File: src/rtl/controle_multiciclo_if.sv
// Control/datapath bundle for the multi-cycle RISC-V controller.
// Latency: none (wires only). Backpressure: mem_ready from the memory stalls the controller.
// master = controller (drives enables/selects/status), slave = datapath/memory side.
interface controle_multiciclo_if;
  logic [6:0] opcode;
  logic       zero;
  logic       mem_ready;
  logic       PCWrite;
  logic       IRWrite;
  logic       IorD;
  logic       MemRead;
  logic       MemWrite;
  logic       RegWrite;
  logic [1:0] MemtoReg;
  logic [1:0] ALUSrcA;
  logic [1:0] ALUSrcB;
  logic [1:0] ALUOp;
  logic       PCSource;
  logic [3:0] estado;
  logic [1:0] erro;

  modport master (
    input  opcode, zero, mem_ready,
    output PCWrite, IRWrite, IorD, MemRead, MemWrite, RegWrite,
           MemtoReg, ALUSrcA, ALUSrcB, ALUOp, PCSource, estado, erro
  );

  modport slave (
    output opcode, zero, mem_ready,
    input  PCWrite, IRWrite, IorD, MemRead, MemWrite, RegWrite,
           MemtoReg, ALUSrcA, ALUSrcB, ALUOp, PCSource, estado, erro
  );
endinterface

File: src/rtl/controle_multiciclo.sv
// Multi-cycle control FSM for a shared-memory RISC-V datapath (R, I-ALU, lw, sw, beq, jal).
// Latency (mem_ready=1): R/I=4, lw=5, sw=4, beq=3, jal=3 cycles per instruction.
// Backpressure: FETCH/MEM_READ/MEM_WRITE hold until mem_ready; MEM_TIMEOUT waits traps (0 = never).
// Ports: clk, rst_n (async active-low), bus (controle_multiciclo_if.master).
// Optional CTRL_PERF_CNT_EN adds ciclos/instret performance counters (CNT_W bits).
module controle_multiciclo #(
  parameter int MEM_TIMEOUT = 15,
  parameter int CNT_W       = 32
) (
  input  logic                       clk,
  input  logic                       rst_n,
  controle_multiciclo_if.master      bus
`ifdef CTRL_PERF_CNT_EN
  ,
  output logic [CNT_W-1:0]           ciclos,
  output logic [CNT_W-1:0]           instret
`endif
);

  localparam int WAIT_W = (MEM_TIMEOUT > 0) ? $clog2(MEM_TIMEOUT + 1) : 1;
  localparam logic [WAIT_W-1:0] WAIT_LIMIT = WAIT_W'(MEM_TIMEOUT);

  localparam logic [6:0] OP_R   = 7'b0110011;
  localparam logic [6:0] OP_I   = 7'b0010011;
  localparam logic [6:0] OP_LW  = 7'b0000011;
  localparam logic [6:0] OP_SW  = 7'b0100011;
  localparam logic [6:0] OP_BEQ = 7'b1100011;
  localparam logic [6:0] OP_JAL = 7'b1101111;

  localparam logic [1:0] ERR_NONE    = 2'b00;
  localparam logic [1:0] ERR_ILLEGAL = 2'b01;
  localparam logic [1:0] ERR_TIMEOUT = 2'b10;

  generate
    if (MEM_TIMEOUT < 0 || CNT_W < 1) begin : g_bad_param
      $error("controle_multiciclo: MEM_TIMEOUT must be >= 0 and CNT_W >= 1");
    end
  endgenerate

  typedef enum logic [3:0] {
    S_FETCH     = 4'd0,
    S_DECODE    = 4'd1,
    S_MEM_ADDR  = 4'd2,
    S_MEM_READ  = 4'd3,
    S_MEM_WRITE = 4'd4,
    S_WB_MEM    = 4'd5,
    S_EXEC_R    = 4'd6,
    S_EXEC_I    = 4'd7,
    S_WB_ALU    = 4'd8,
    S_BRANCH    = 4'd9,
    S_JAL       = 4'd10,
    S_TRAP      = 4'd15
  } state_t;

  state_t            state, state_next;
  logic [1:0]        erro_q, erro_next;
  logic [WAIT_W-1:0] wait_cnt;
  logic              mem_state, timeout_hit;

  logic       pc_write, ir_write, iord, mem_read, mem_write, reg_write, pc_source;
  logic [1:0] mem_to_reg, alu_src_a, alu_src_b, alu_op;

  assign mem_state   = (state == S_FETCH) || (state == S_MEM_READ) || (state == S_MEM_WRITE);
  // mem_ready in the limit cycle takes priority: timeout only matters when the access is still pending.
  assign timeout_hit = (MEM_TIMEOUT != 0) && (wait_cnt == WAIT_LIMIT) && !bus.mem_ready;

  always_ff @(posedge clk or negedge rst_n) begin
    if (!rst_n) begin
      state    <= S_FETCH;
      erro_q   <= ERR_NONE;
      wait_cnt <= '0;
    end else begin
      state  <= state_next;
      erro_q <= erro_next;
      // Any state change clears the counter, so it starts at 0 on entry to every memory state.
      if (state_next != state)
        wait_cnt <= '0;
      else if (mem_state && !bus.mem_ready && wait_cnt != '1)
        wait_cnt <= wait_cnt + 1'b1;
    end
  end

  always_comb begin
    state_next = state;
    erro_next  = erro_q;
    pc_write   = 1'b0;
    ir_write   = 1'b0;
    iord       = 1'b0;
    mem_read   = 1'b0;
    mem_write  = 1'b0;
    reg_write  = 1'b0;
    pc_source  = 1'b0;
    mem_to_reg = 2'd0;
    alu_src_a  = 2'd0;
    alu_src_b  = 2'd0;
    alu_op     = 2'd0;
    case (state)
      S_FETCH: begin
        mem_read  = 1'b1;
        alu_src_b = 2'd1;
        ir_write  = bus.mem_ready;
        pc_write  = bus.mem_ready;
        if (bus.mem_ready) begin
          state_next = S_DECODE;
        end else if (timeout_hit) begin
          state_next = S_TRAP;
          erro_next  = ERR_TIMEOUT;
        end
      end
      S_DECODE: begin
        alu_src_a = 2'd2;
        alu_src_b = 2'd2;
        case (bus.opcode)
          OP_R:         state_next = S_EXEC_R;
          OP_I:         state_next = S_EXEC_I;
          OP_LW, OP_SW: state_next = S_MEM_ADDR;
          OP_BEQ:       state_next = S_BRANCH;
          OP_JAL:       state_next = S_JAL;
          default: begin
            state_next = S_TRAP;
            erro_next  = ERR_ILLEGAL;
          end
        endcase
      end
      S_MEM_ADDR: begin
        alu_src_a  = 2'd1;
        alu_src_b  = 2'd2;
        state_next = (bus.opcode == OP_SW) ? S_MEM_WRITE : S_MEM_READ;
      end
      S_MEM_READ: begin
        mem_read = 1'b1;
        iord     = 1'b1;
        if (bus.mem_ready) begin
          state_next = S_WB_MEM;
        end else if (timeout_hit) begin
          state_next = S_TRAP;
          erro_next  = ERR_TIMEOUT;
        end
      end
      S_MEM_WRITE: begin
        mem_write = 1'b1;
        iord      = 1'b1;
        if (bus.mem_ready) begin
          state_next = S_FETCH;
        end else if (timeout_hit) begin
          state_next = S_TRAP;
          erro_next  = ERR_TIMEOUT;
        end
      end
      S_WB_MEM: begin
        reg_write  = 1'b1;
        mem_to_reg = 2'd1;
        state_next = S_FETCH;
      end
      S_EXEC_R: begin
        alu_src_a  = 2'd1;
        alu_op     = 2'b10;
        state_next = S_WB_ALU;
      end
      S_EXEC_I: begin
        alu_src_a  = 2'd1;
        alu_src_b  = 2'd2;
        alu_op     = 2'b10;
        state_next = S_WB_ALU;
      end
      S_WB_ALU: begin
        reg_write  = 1'b1;
        state_next = S_FETCH;
      end
      S_BRANCH: begin
        alu_src_a  = 2'd1;
        alu_op     = 2'b01;
        pc_source  = 1'b1;
        pc_write   = bus.zero;
        state_next = S_FETCH;
      end
      S_JAL: begin
        reg_write  = 1'b1;
        mem_to_reg = 2'd2;
        pc_write   = 1'b1;
        pc_source  = 1'b1;
        state_next = S_FETCH;
      end
      S_TRAP: state_next = S_TRAP;
      default: state_next = S_TRAP;  // unreachable encodings park safely
    endcase
  end

  // Enables are masked by rst_n so nothing writes while reset is held, even though FETCH
  // (the reset state) would otherwise request a read and follow mem_ready.
  assign bus.PCWrite  = pc_write  & rst_n;
  assign bus.IRWrite  = ir_write  & rst_n;
  assign bus.MemRead  = mem_read  & rst_n;
  assign bus.MemWrite = mem_write & rst_n;
  assign bus.RegWrite = reg_write & rst_n;
  assign bus.IorD     = iord;
  assign bus.MemtoReg = mem_to_reg;
  assign bus.ALUSrcA  = alu_src_a;
  assign bus.ALUSrcB  = alu_src_b;
  assign bus.ALUOp    = alu_op;
  assign bus.PCSource = pc_source;
  assign bus.estado   = state;
  assign bus.erro     = erro_q;

`ifdef CTRL_PERF_CNT_EN
  logic retire;
  assign retire = (state_next == S_FETCH) &&
                  ((state == S_WB_MEM) || (state == S_WB_ALU) || (state == S_MEM_WRITE) ||
                   (state == S_BRANCH) || (state == S_JAL));

  always_ff @(posedge clk or negedge rst_n) begin
    if (!rst_n) begin
      ciclos  <= '0;
      instret <= '0;
    end else begin
      if (state != S_TRAP) ciclos  <= ciclos + CNT_W'(1);
      if (retire)          instret <= instret + CNT_W'(1);
    end
  end
`endif

endmodule

File: src/flat_wrapper.sv
// flat-port wrapper written by rule: the top's interface ports become plain ports
module controle_multiciclo_flat 
#(
  parameter int MEM_TIMEOUT = 15,
  parameter int CNT_W       = 32
)
  (clk, rst_n, bus_opcode, bus_zero, bus_mem_ready, bus_PCWrite, bus_IRWrite, bus_IorD, bus_MemRead, bus_MemWrite, bus_RegWrite, bus_MemtoReg, bus_ALUSrcA, bus_ALUSrcB, bus_ALUOp, bus_PCSource, bus_estado, bus_erro);
  controle_multiciclo_if bus_i ();
  input  logic clk;
  input  logic rst_n;
  input wire logic [$bits(bus_i.opcode)-1:0] bus_opcode;
  input wire logic [$bits(bus_i.zero)-1:0] bus_zero;
  input wire logic [$bits(bus_i.mem_ready)-1:0] bus_mem_ready;
  output wire logic [$bits(bus_i.PCWrite)-1:0] bus_PCWrite;
  output wire logic [$bits(bus_i.IRWrite)-1:0] bus_IRWrite;
  output wire logic [$bits(bus_i.IorD)-1:0] bus_IorD;
  output wire logic [$bits(bus_i.MemRead)-1:0] bus_MemRead;
  output wire logic [$bits(bus_i.MemWrite)-1:0] bus_MemWrite;
  output wire logic [$bits(bus_i.RegWrite)-1:0] bus_RegWrite;
  output wire logic [$bits(bus_i.MemtoReg)-1:0] bus_MemtoReg;
  output wire logic [$bits(bus_i.ALUSrcA)-1:0] bus_ALUSrcA;
  output wire logic [$bits(bus_i.ALUSrcB)-1:0] bus_ALUSrcB;
  output wire logic [$bits(bus_i.ALUOp)-1:0] bus_ALUOp;
  output wire logic [$bits(bus_i.PCSource)-1:0] bus_PCSource;
  output wire logic [$bits(bus_i.estado)-1:0] bus_estado;
  output wire logic [$bits(bus_i.erro)-1:0] bus_erro;
  assign bus_i.opcode = bus_opcode;
  assign bus_i.zero = bus_zero;
  assign bus_i.mem_ready = bus_mem_ready;
  assign bus_PCWrite = bus_i.PCWrite;
  assign bus_IRWrite = bus_i.IRWrite;
  assign bus_IorD = bus_i.IorD;
  assign bus_MemRead = bus_i.MemRead;
  assign bus_MemWrite = bus_i.MemWrite;
  assign bus_RegWrite = bus_i.RegWrite;
  assign bus_MemtoReg = bus_i.MemtoReg;
  assign bus_ALUSrcA = bus_i.ALUSrcA;
  assign bus_ALUSrcB = bus_i.ALUSrcB;
  assign bus_ALUOp = bus_i.ALUOp;
  assign bus_PCSource = bus_i.PCSource;
  assign bus_estado = bus_i.estado;
  assign bus_erro = bus_i.erro;
  controle_multiciclo #(.MEM_TIMEOUT(MEM_TIMEOUT), .CNT_W(CNT_W)) u_core (.clk(clk), .rst_n(rst_n), .bus(bus_i));
endmodule
File: config.mk
export PLATFORM = sky130hd
export DESIGN_NAME = controle_multiciclo_flat
export DESIGN_NICKNAME = d
export VERILOG_FILES = /design/src/rtl/controle_multiciclo_if.sv /design/src/rtl/controle_multiciclo.sv /design/src/flat_wrapper.sv
export SDC_FILE = /design/constraint.sdc
export NUM_CORES = 1
export LEC_CHECK = 0
export CORE_UTILIZATION = 45
export DETAILED_ROUTE_END_ITERATION = 10
export HOLD_SLACK_MARGIN = 0.03
export PLACE_DENSITY_LB_ADDON = 0.25
export SYNTH_ARGS = -nofsm -noshare
export SYNTH_HDL_FRONTEND = slang
export SYNTH_SLANG_ARGS = --single-unit
File: constraint.sdc
create_clock -name clk -period 2.2 [get_ports clk]
set_input_delay 0.44 -clock clk [delete_from_list [all_inputs] [get_ports clk]]
set_output_delay 0.44 -clock clk [all_outputs]
set_load 0.05 [all_outputs]
==> results.md, run 1 <==
- Status: finished, violations left
- Failing checks: setup timing
- Final Skew: 1.76 ps
- Via count: 1384
- Drt first-iter violations: 102
- Crit-path cells: buf_4 > nor2b_4 > a21oi_1 > mux2_4 > nor3b_4 > buf_12
- Setup ws final: -53.3 ps
- Num CTS Buffers: 3
- Hold Path Class: register to register
- Delay of the slowest cell on the worst path: 440 ps
- Crit-path leading delay family: flip-flops
- Slew headroom: 0.663
- CP max stage cell: dfrtp_2
- CP Max Fanout: 4
- Flops & latches, synth: 10
- Die width: 48.6 um
- Total number of H-tree levels: 1
- CTS max path bufs: 2
- GRT Total Usage: 0.315
- Yosys top cell area share: 0.256
- Final GP Congestion: 0.884
- Hold Violations, Final: 0
- Leak pwr: 0.778 nW
- Pwr dens: 224 nW/um^2
- Cell count after synthesis: 129
- Area occupied by multi-input gates: 823 sq um
- FMAX: 444 MHz
- Mapped Avg Cell Area: 7.58 sq um
- Std-Cell Core Area: 2000 sq um
- Synthesized Nets: 141
- Setup crit start kind: register
- Number of flops mapped to enable cells by yosys: 0
- Largest net degree at the start of global routing: 23
- CP Class: register to output port
- Ratio of cells with drive above 1 in the final layout: 0.449
- GR Overflow Total: 0
- Inst Count DP: 189
- Comb power frac: 0.122
- Die Span Y: 48.6 um
- Area leader, netlist: dfrtp_1
- Buffers on Ports: 31
- Die area: 2360 sq um
- Post-synth ARST share: 1.00
- DRT Pass-1 Iters: 5
- Max-Cap Viols: 0
- Initial antenna violation count: 0
- Synthesized area: 977 sq um
- Routed WL per cell: 22.7 um
- N_diodes: 0
- Nets@finish: 191
- Main synth FF type: dfrtp_1
- Number of I/O pins: 32
- DRC viols: 0
- Area Growth Syn to Fin: 87.8%
- Final wirelength: 4660 um
- Register area: 254 sq um
- Clk pwr share: 0.430
- Final Cycle Share: 1.02
- Top post-synthesis cells by area: dfrtp_1 26%, nand2_1 6.1%, nor3_1 5.1%
- Worst VDD drop: 357 uV
- Fill cells: 74
- Worst setup EP type: output port
- Later-pin clock latency in the skew report: 280 ps
- Setup-failing EPs final: 1
- Tightest Pin Transition: 504 ps
- Sw Pwr: 0.103 mW
- # rows: 16
- Post-synthesis sequential area ratio: 0.256
- Final cell count without fillers: 205
- CTS clk-pin slew, worst paths: 80 ps
- Most frequent cell after synthesis: nand2_1
- Setup TNS: -53.3 ps
- Worst EP required: 1760 ps
- CTS root buffer: clkbuf_4
- Final Max Tran Viols: 0
- First-pass GRT wire length: 5810 um
- Min cycle time layout: 2250 ps
- Flop pwr share: 0.448
- Post-detailed-route via-to-cell ratio: 6.75
- CP bufs+invs: 2
- Worst EP arrival: 1810 ps
- Top post-synthesis cells by count: 16 x nand2_1, 13 x nor2_1, 10 x dfrtp_1, 10 x nor3_1, 8 x clkbuf_1
- Starting Density: 0.488
- RSZ-0062 raised after global routing: yes
- Yosys Warn Count: 0
- Final antenna-violating net count: 0
- Yosys cell types: 42
- Sw frac: 0.249
- HPWL Detailed: 2520 um
- Clk sinks: 10
- Number of global-route vias before repair: 1275
- P_int: 0.309 mW
- CTS tree: done
## state kept, by name (all words and copies together), names as in the netlist
name,flops
u_core.bus.erro,2
u_core.bus.estado,4
u_core.wait_cnt,4
## final cells by class
type,instances,area share
well taps,27,0.0184
multi-input cells,107,0.449
inverters,3,0.00613
repair buffers,54,0.369
flip-flops and latches,10,0.138
clock buffers,4,0.0198
## cell usage in the layout, fill, tap and decap left out, drive strengths merged, types with 2 or more instances in the layout
cell type      instances
clkdlybuf4s50         11
xor2                   3
and3                   4
dlymetal6s2s           2
buf                   40
nor3b                  3
a31o                   2
inv                    3
nor3                  10
nand2b                 4
o21ai                  3
o211ai                 2
nor2                  13
nand3b                 4
a211oi                 4
a21oi                  6
nand2                 16
a21o                   3
nand3                  3
dfrtp                 10
clkbuf                 5
xnor2                  2
nor2b                  4
## what timing repair did
| action | in CTS | in global routing |
|---|---|---|
| resized for setup | 5 | 16 |
| hold buffers | 0 | 0 |
| endpoints found under the setup margin | 1 | 7 |
| buffers inserted | 5 | 6 |
| gates cloned | 0 | 1 |
| pin swaps | 1 | 12 |
## kinds of logic (layout without fill, tap and decap cells)
family	count (synthesis)	after routing	synth area share
buffers and inverters	12	61	0.0474
XOR/XNOR	5	5	0.0448
AND/OR/NAND/NOR	67	67	0.362
flip-flops	10	10	0.256
multiplexers	2	2	0.0218
AO/OA/AOI/OAI	32	32	0.255
adder cells (fa/ha/maj)	1	1	0.0128
## path summary, 6_finish.rpt
check                                startpoint                   end  slack (ps)  depth (start not counted)
min in group asynchronous                 rst_n  u_core.bus.estado[1]         740                          2
setup / recovery           u_core.bus.estado[0]           bus_PCWrite         -50                          6
setup reg to reg           u_core.bus.estado[0]    u_core.wait_cnt[2]          50                          7
hold / removal               u_core.bus.erro[0]    u_core.bus.erro[0]         490                          1
hold reg to reg              u_core.bus.erro[0]    u_core.bus.erro[0]         490                          1
max in group asynchronous                 rst_n  u_core.bus.estado[0]        1290                          2
## power groups by stage
| stage | combinational [mW] | clock [mW] | sequential, mW |
|---|---|---|---|
| 2_1_floorplan | 0.0116 | 0 | 0.190 |
| 3_3_place_gp | 0.0429 | 0 | 0.188 |
| 3_5_place_dp | 0.0447 | 0 | 0.188 |
| 4_1_cts | 0.0451 | 0.177 | 0.184 |
| 5_1_grt | 0.0528 | 0.186 | 0.184 |
| 6_report | 0.0504 | 0.177 | 0.184 |
## through the flow
stage	power, mW	hold slack, ps	cell area [sq um]	worst slack [ps]	utilization
6_report	0.412	486	1840	-53.3	0.917
3_3_place_gp	0.231	464	1610	-68.2	0.802
3_5_place_dp	0.233	472	1610	-209	0.802
4_1_cts	0.407	488	1700	1.27	0.850
5_1_grt	0.423	506	1840	-74.3	0.917
2_1_floorplan	0.201	144	1080	-162	-
## per-layer routing
| layer | track usage | up-vias | wire (um) | share of wire |
|---|---|---|---|---|
| li1 | - | 571 | - | - |
| met1 | 0.355 | 655 | 1640 | 0.35 |
| met2 | 0.569 | 132 | 2370 | 0.51 |
| met3 | 0.0377 | 26 | 479 | 0.10 |
| met4 | 0.176 | 0 | 169 | 0.036 |
| met5 | 0 | - | 0 | 0 |
(Power assumes the default switching activity.)
==> inputs of run 2 (changes only) <==
- RECOVER_POWER: unset -> 50
==> results.md, run 2 (synthesis results as in run 1) <==
- Hold Violations, Final: 0
- Setup ws final: -51.8 ps
- Largest net degree at the start of global routing: 23
- Area Growth Syn to Fin: 87.5%
- Status: finished, violations left
- Die width: 48.6 um
- Post-detailed-route via-to-cell ratio: 6.72
- Critical Path Start: u_core.bus.estado[0]
- Hold path start: u_core.bus.erro[0]
- DRT Pass-1 Iters: 5
- Setup TNS: -61.0 ps
- Post-route cell area: 1830 sq um
- Total number of H-tree levels: 1
- Number of global-route vias before repair: 1275
- Commonest non-fill, non-tap cells in the layout: 21 x buf_4, 17 x buf_12, 14 x nand2_1
- FMAX: 444 MHz
- CTS tree: done
- # rows: 16
- Later-pin clock latency in the skew report: 280 ps
- Failing checks: setup timing
- Setup crit start kind: register
- Routed WL per cell: 22.5 um
- Number of I/O pins: 32
- Pwr dens: 224 nW/um^2
- DP Area: 1610 sq um
- DRC viols: 0
- Leak pwr: 0.775 nW
- Die Span Y: 48.6 um
- Met2 usage: 0.569
- Drt first-iter violations: 106
- Setup-failing EPs final: 2
- Met3 Track Usage GR: 0.0377
- GRT Total Usage: 0.315
- First-pass GRT wire length: 5810 um
- Top Usage Layer GRT: met2
- Tightest Pin Transition: 600 ps
- HPWL Detailed: 2520 um
- Overall Power: 0.410 mW
- Slew headroom: 0.600
- Final Cycle Share: 1.02
- Final GP Congestion: 0.884
- Met1 global-route usage: 0.355
- Buffers on Ports: 31
- Most common cell after layout, fill and taps aside: buf_4
- Final wirelength: 4610 um
- Final Max Tran Viols: 0
- Clk sinks: 10
- CTS clk-pin slew, worst paths: 80 ps
- GR Overflow Total: 0
- Initial antenna violation count: 0
- Starting Density: 0.488
- FF-to-FF Start: u_core.bus.estado[0]
- Worst EP arrival: 1810 ps
- Min cycle time layout: 2250 ps
- Hold Path Class: register to register
- RSZ-0062 raised after global routing: yes
- CTS root buffer: clkbuf_4
- CP Class: register to output port
- Num CTS Buffers: 3
- Nets@finish: 191
- Std-Cell Core Area: 2000 sq um
- CP Max Fanout: 4
- Final antenna-violating net count: 0
- Worst setup EP type: output port
- Die area: 2360 sq um
- CTS max path bufs: 2
- Worst VDD drop: 357 uV
- Ratio of cells with drive above 1 in the final layout: 0.444
- Final Skew: 2.09 ps
- Max-Cap Viols: 0
- Via count: 1378
- Worst EP required: 1760 ps
- N_diodes: 0
## run 2: worst paths after layout
path                                        end  slack (ps)  depth (start not counted)
max in group asynchronous  u_core.bus.estado[0]         840                          2
min                          u_core.bus.erro[0]         490                          1
max reg2reg                  u_core.wait_cnt[2]          50                          7
min reg2reg                  u_core.bus.erro[0]         490                          1
max                                 bus_PCWrite         -50                          6
min in group asynchronous  u_core.bus.estado[1]         930                          2
## run 2: power by group
part	switching (mW)	total, mW	internal, mW	leakage [nW]
logic	0.0259	0.0492	0.0232	0.641
clock network	0.0762	0.177	0.101	0.0210
registers	0.000235	0.184	0.184	0.113
total	0.102	0.410	0.308	0.775
## run 2: repair_timing
action                                  CTS  global route
cloned                                    0             1
endpoints found under the setup margin    1             7
buffers inserted                          5             6
hold buffers                              0             0
gates resized for setup                   5            16
pin swaps                                 1            12
## run 2: stage by stage
stage                      util  setup WS, ps  hold slack (ps)  instances
after floorplan               -          -162              144        129
after global placement    0.802         -68.2              464        189
after detailed placement  0.802          -209              472        189
after CTS                 0.850          1.27              488        198
after global routing      0.915         -74.3              506        205
final                     0.915         -51.8              486        205
## run 2: metal layers
layer	wire length [um]	up-vias
li1	-	568
met1	1640	650
met2	2350	130
met3	426	30
met4	193	0
met5	0	-
## run 2: worst max-delay path, stage by stage, from the launching register on
cell	delay, ps
dfrtp_2	440
buf_4	150
nor2b_4	160
a21oi_1	90
mux2_4	280
nor3b_4	250
buf_12	170
## run 2: area by class of cell
type | count | area (sq um)
Multi-Input combinational cell | 107 | 823
Timing Repair Buffer | 54 | 673
Sequential cell | 10 | 254
Fill cell | 76 | 170
Clock buffer | 4 | 36.3
Tap cell | 27 | 33.8
Inverter | 3 | 11.3
==> inputs of run 3 (changes only) <==
- GPL_TIMING_DRIVEN: unset -> 0
==> results.md, run 3 (synthesis results as in run 1) <==
- Number of global-route vias before repair: 1046
- CTS clk-pin slew, worst paths: 70 ps
- First-pass GRT wire length: 4990 um
- Total number of H-tree levels: 1
- N_diodes: 0
- Die width: 48.6 um
- Final Cycle Share: 0.981
- Worst VDD drop: 506 uV
- Status: finished, final reports clean
- Register area: 254 sq um
- Hold Violations, Final: 0
- Final antenna-violating net count: 0
- Final wirelength: 2950 um
- Worst setup EP type: output port
- Drt first-iter violations: 56
- CP Class: register to output port
- Leak pwr: 0.632 nW
- Initial antenna violation count: 0
- Slew headroom: 0.565
- Via count: 1142
- Overall Power: 0.390 mW
- Buffers on Ports: 31
- Commonest non-fill, non-tap cells in the layout: 15 x nand2_1, 11 x clkdlybuf4s50_1, 9 x nor2_1
- Ratio of cells with drive above 1 in the final layout: 0.327
- CTS tree: done
- Hold Path Class: input pin to async pin
- Worst EP required: 1760 ps
- Min cycle time layout: 2160 ps
- Area Growth Syn to Fin: 52.1%
- CTS root buffer: clkbuf_4
- HPWL Detailed: 2240 um
- Nets@finish: 178
- Die Span Y: 48.6 um
- CP Max Fanout: 10
- Setup-failing EPs final: 0
- Number of I/O pins: 32
- FMAX: 463 MHz
- Pwr dens: 262 nW/um^2
- CP max stage cell: dfrtp_2
- Routed WL per cell: 15.4 um
- Std-Cell Core Area: 2000 sq um
- Setup ws final: 42.4 ps
- Area occupied by multi-input gates: 792 sq um
- Die area: 2360 sq um
- Starting Density: 0.488
- Clk sinks: 10
- Delay of the slowest cell on the worst path: 440 ps
- Setup crit start kind: register
- GR Overflow Total: 0
- Crit-path cells: buf_8 > nor2_4 > nand2_1 > mux2_4 > nor3b_4 > buf_6
- DRT Pass-1 Iters: 4
- WHS: 278 ps
- Most common cell after layout, fill and taps aside: nand2_1
- Tightest Pin Transition: 652 ps
- Post-detailed-route via-to-cell ratio: 5.95
- Later-pin clock latency in the skew report: 260 ps
- Fill cells: 156
- Max-Cap Viols: 0
- Final Max Tran Viols: 0
- Final Skew: 7.27 ps
- Largest net degree at the start of global routing: 16
- DRC viols: 0
- Final GP Congestion: 0.859
- CP bufs+invs: 2
- GRT Total Usage: 0.260
- Crit-path leading delay family: flip-flops
- RSZ-0062 raised after global routing: yes
- Num CTS Buffers: 3
- CTS max path bufs: 2
- # rows: 16
- Worst EP arrival: 1720 ps
- Place WS: -912 ps
[run 3: cell types whose count changed in the layout (fill, tap and decap cells not counted), sizes merged]
cell / delta
buf: -27
clkbuf: +7
clkdlybuf4s15: +5
dlygate4sd3: +2
dlymetal6s2s: -2
clkdlybuf4s50: +1
dlygate4sd2: +1
[run 3: area by class of cell]
class | count | area share
Timing Repair Buffer | 34 | 0.202
Buffer | 7 | 0.0396
Multi-Input combinational cell | 107 | 0.533
Inverter | 3 | 0.00758
Sequential cell | 10 | 0.171
Clock buffer | 4 | 0.0244
Tap cell | 27 | 0.0227
[run 3: worst paths after layout]
| kind | startpoint | endpoint | slack [ps] | cells after the start |
|---|---|---|---|---|
| worst max-delay path | u_core.bus.estado[1] | bus_PCWrite | 40 | 6 |
| worst min-delay path | rst_n | u_core.bus.estado[2] | 280 | 1 |
| worst max register to register | u_core.bus.estado[3] | u_core.wait_cnt[1] | 70 | 6 |
| worst min register to register | u_core.bus.erro[0] | u_core.bus.erro[0] | 480 | 1 |
| max in group asynchronous | rst_n | u_core.bus.estado[0] | 1460 | 1 |
| min in group clk | u_core.bus.erro[0] | u_core.bus.erro[0] | 480 | 1 |
[run 3: power breakdown]
part / internal [mW] / switching, mW
Sequential: 0.184 / 0.000232
Clock: 0.100 / 0.0646
Combinational: 0.0210 / 0.0198
Total: 0.305 / 0.0846
[run 3: repair_timing]
action / 4_1_cts / 5_1_grt
hold buffers: 0 / 0
cloned: 0 / 0
resized for setup: 67 / 20
setup buffers: 0 / 3
setup endpoints to repair: 15 / 19
pin swaps: 0 / 3
[run 3: per-layer routing]
metal  global-route usage  vias to the layer above  share of wire
li1                     -                      540              -
met1                0.350                      548           0.44
met2                0.449                       52           0.50
met3               0.0377                        2          0.060
met4               0.0343                        0         0.0047
met5                    0                        -              0
[run 3: metrics by stage]
| step | setup TNS [ps] | instance area [sq um] | instances | util |
|---|---|---|---|---|
| 5_1_grt | -46.3 | 1490 | 192 | 0.743 |
| 6_report | 0 | 1490 | 192 | 0.743 |
| 2_1_floorplan | -310 | 1080 | 129 | - |
| 3_3_place_gp | -5630 | 1430 | 187 | 0.712 |
| 4_1_cts | -29.0 | 1450 | 190 | 0.723 |
| 3_5_place_dp | -6140 | 1430 | 187 | 0.712 |
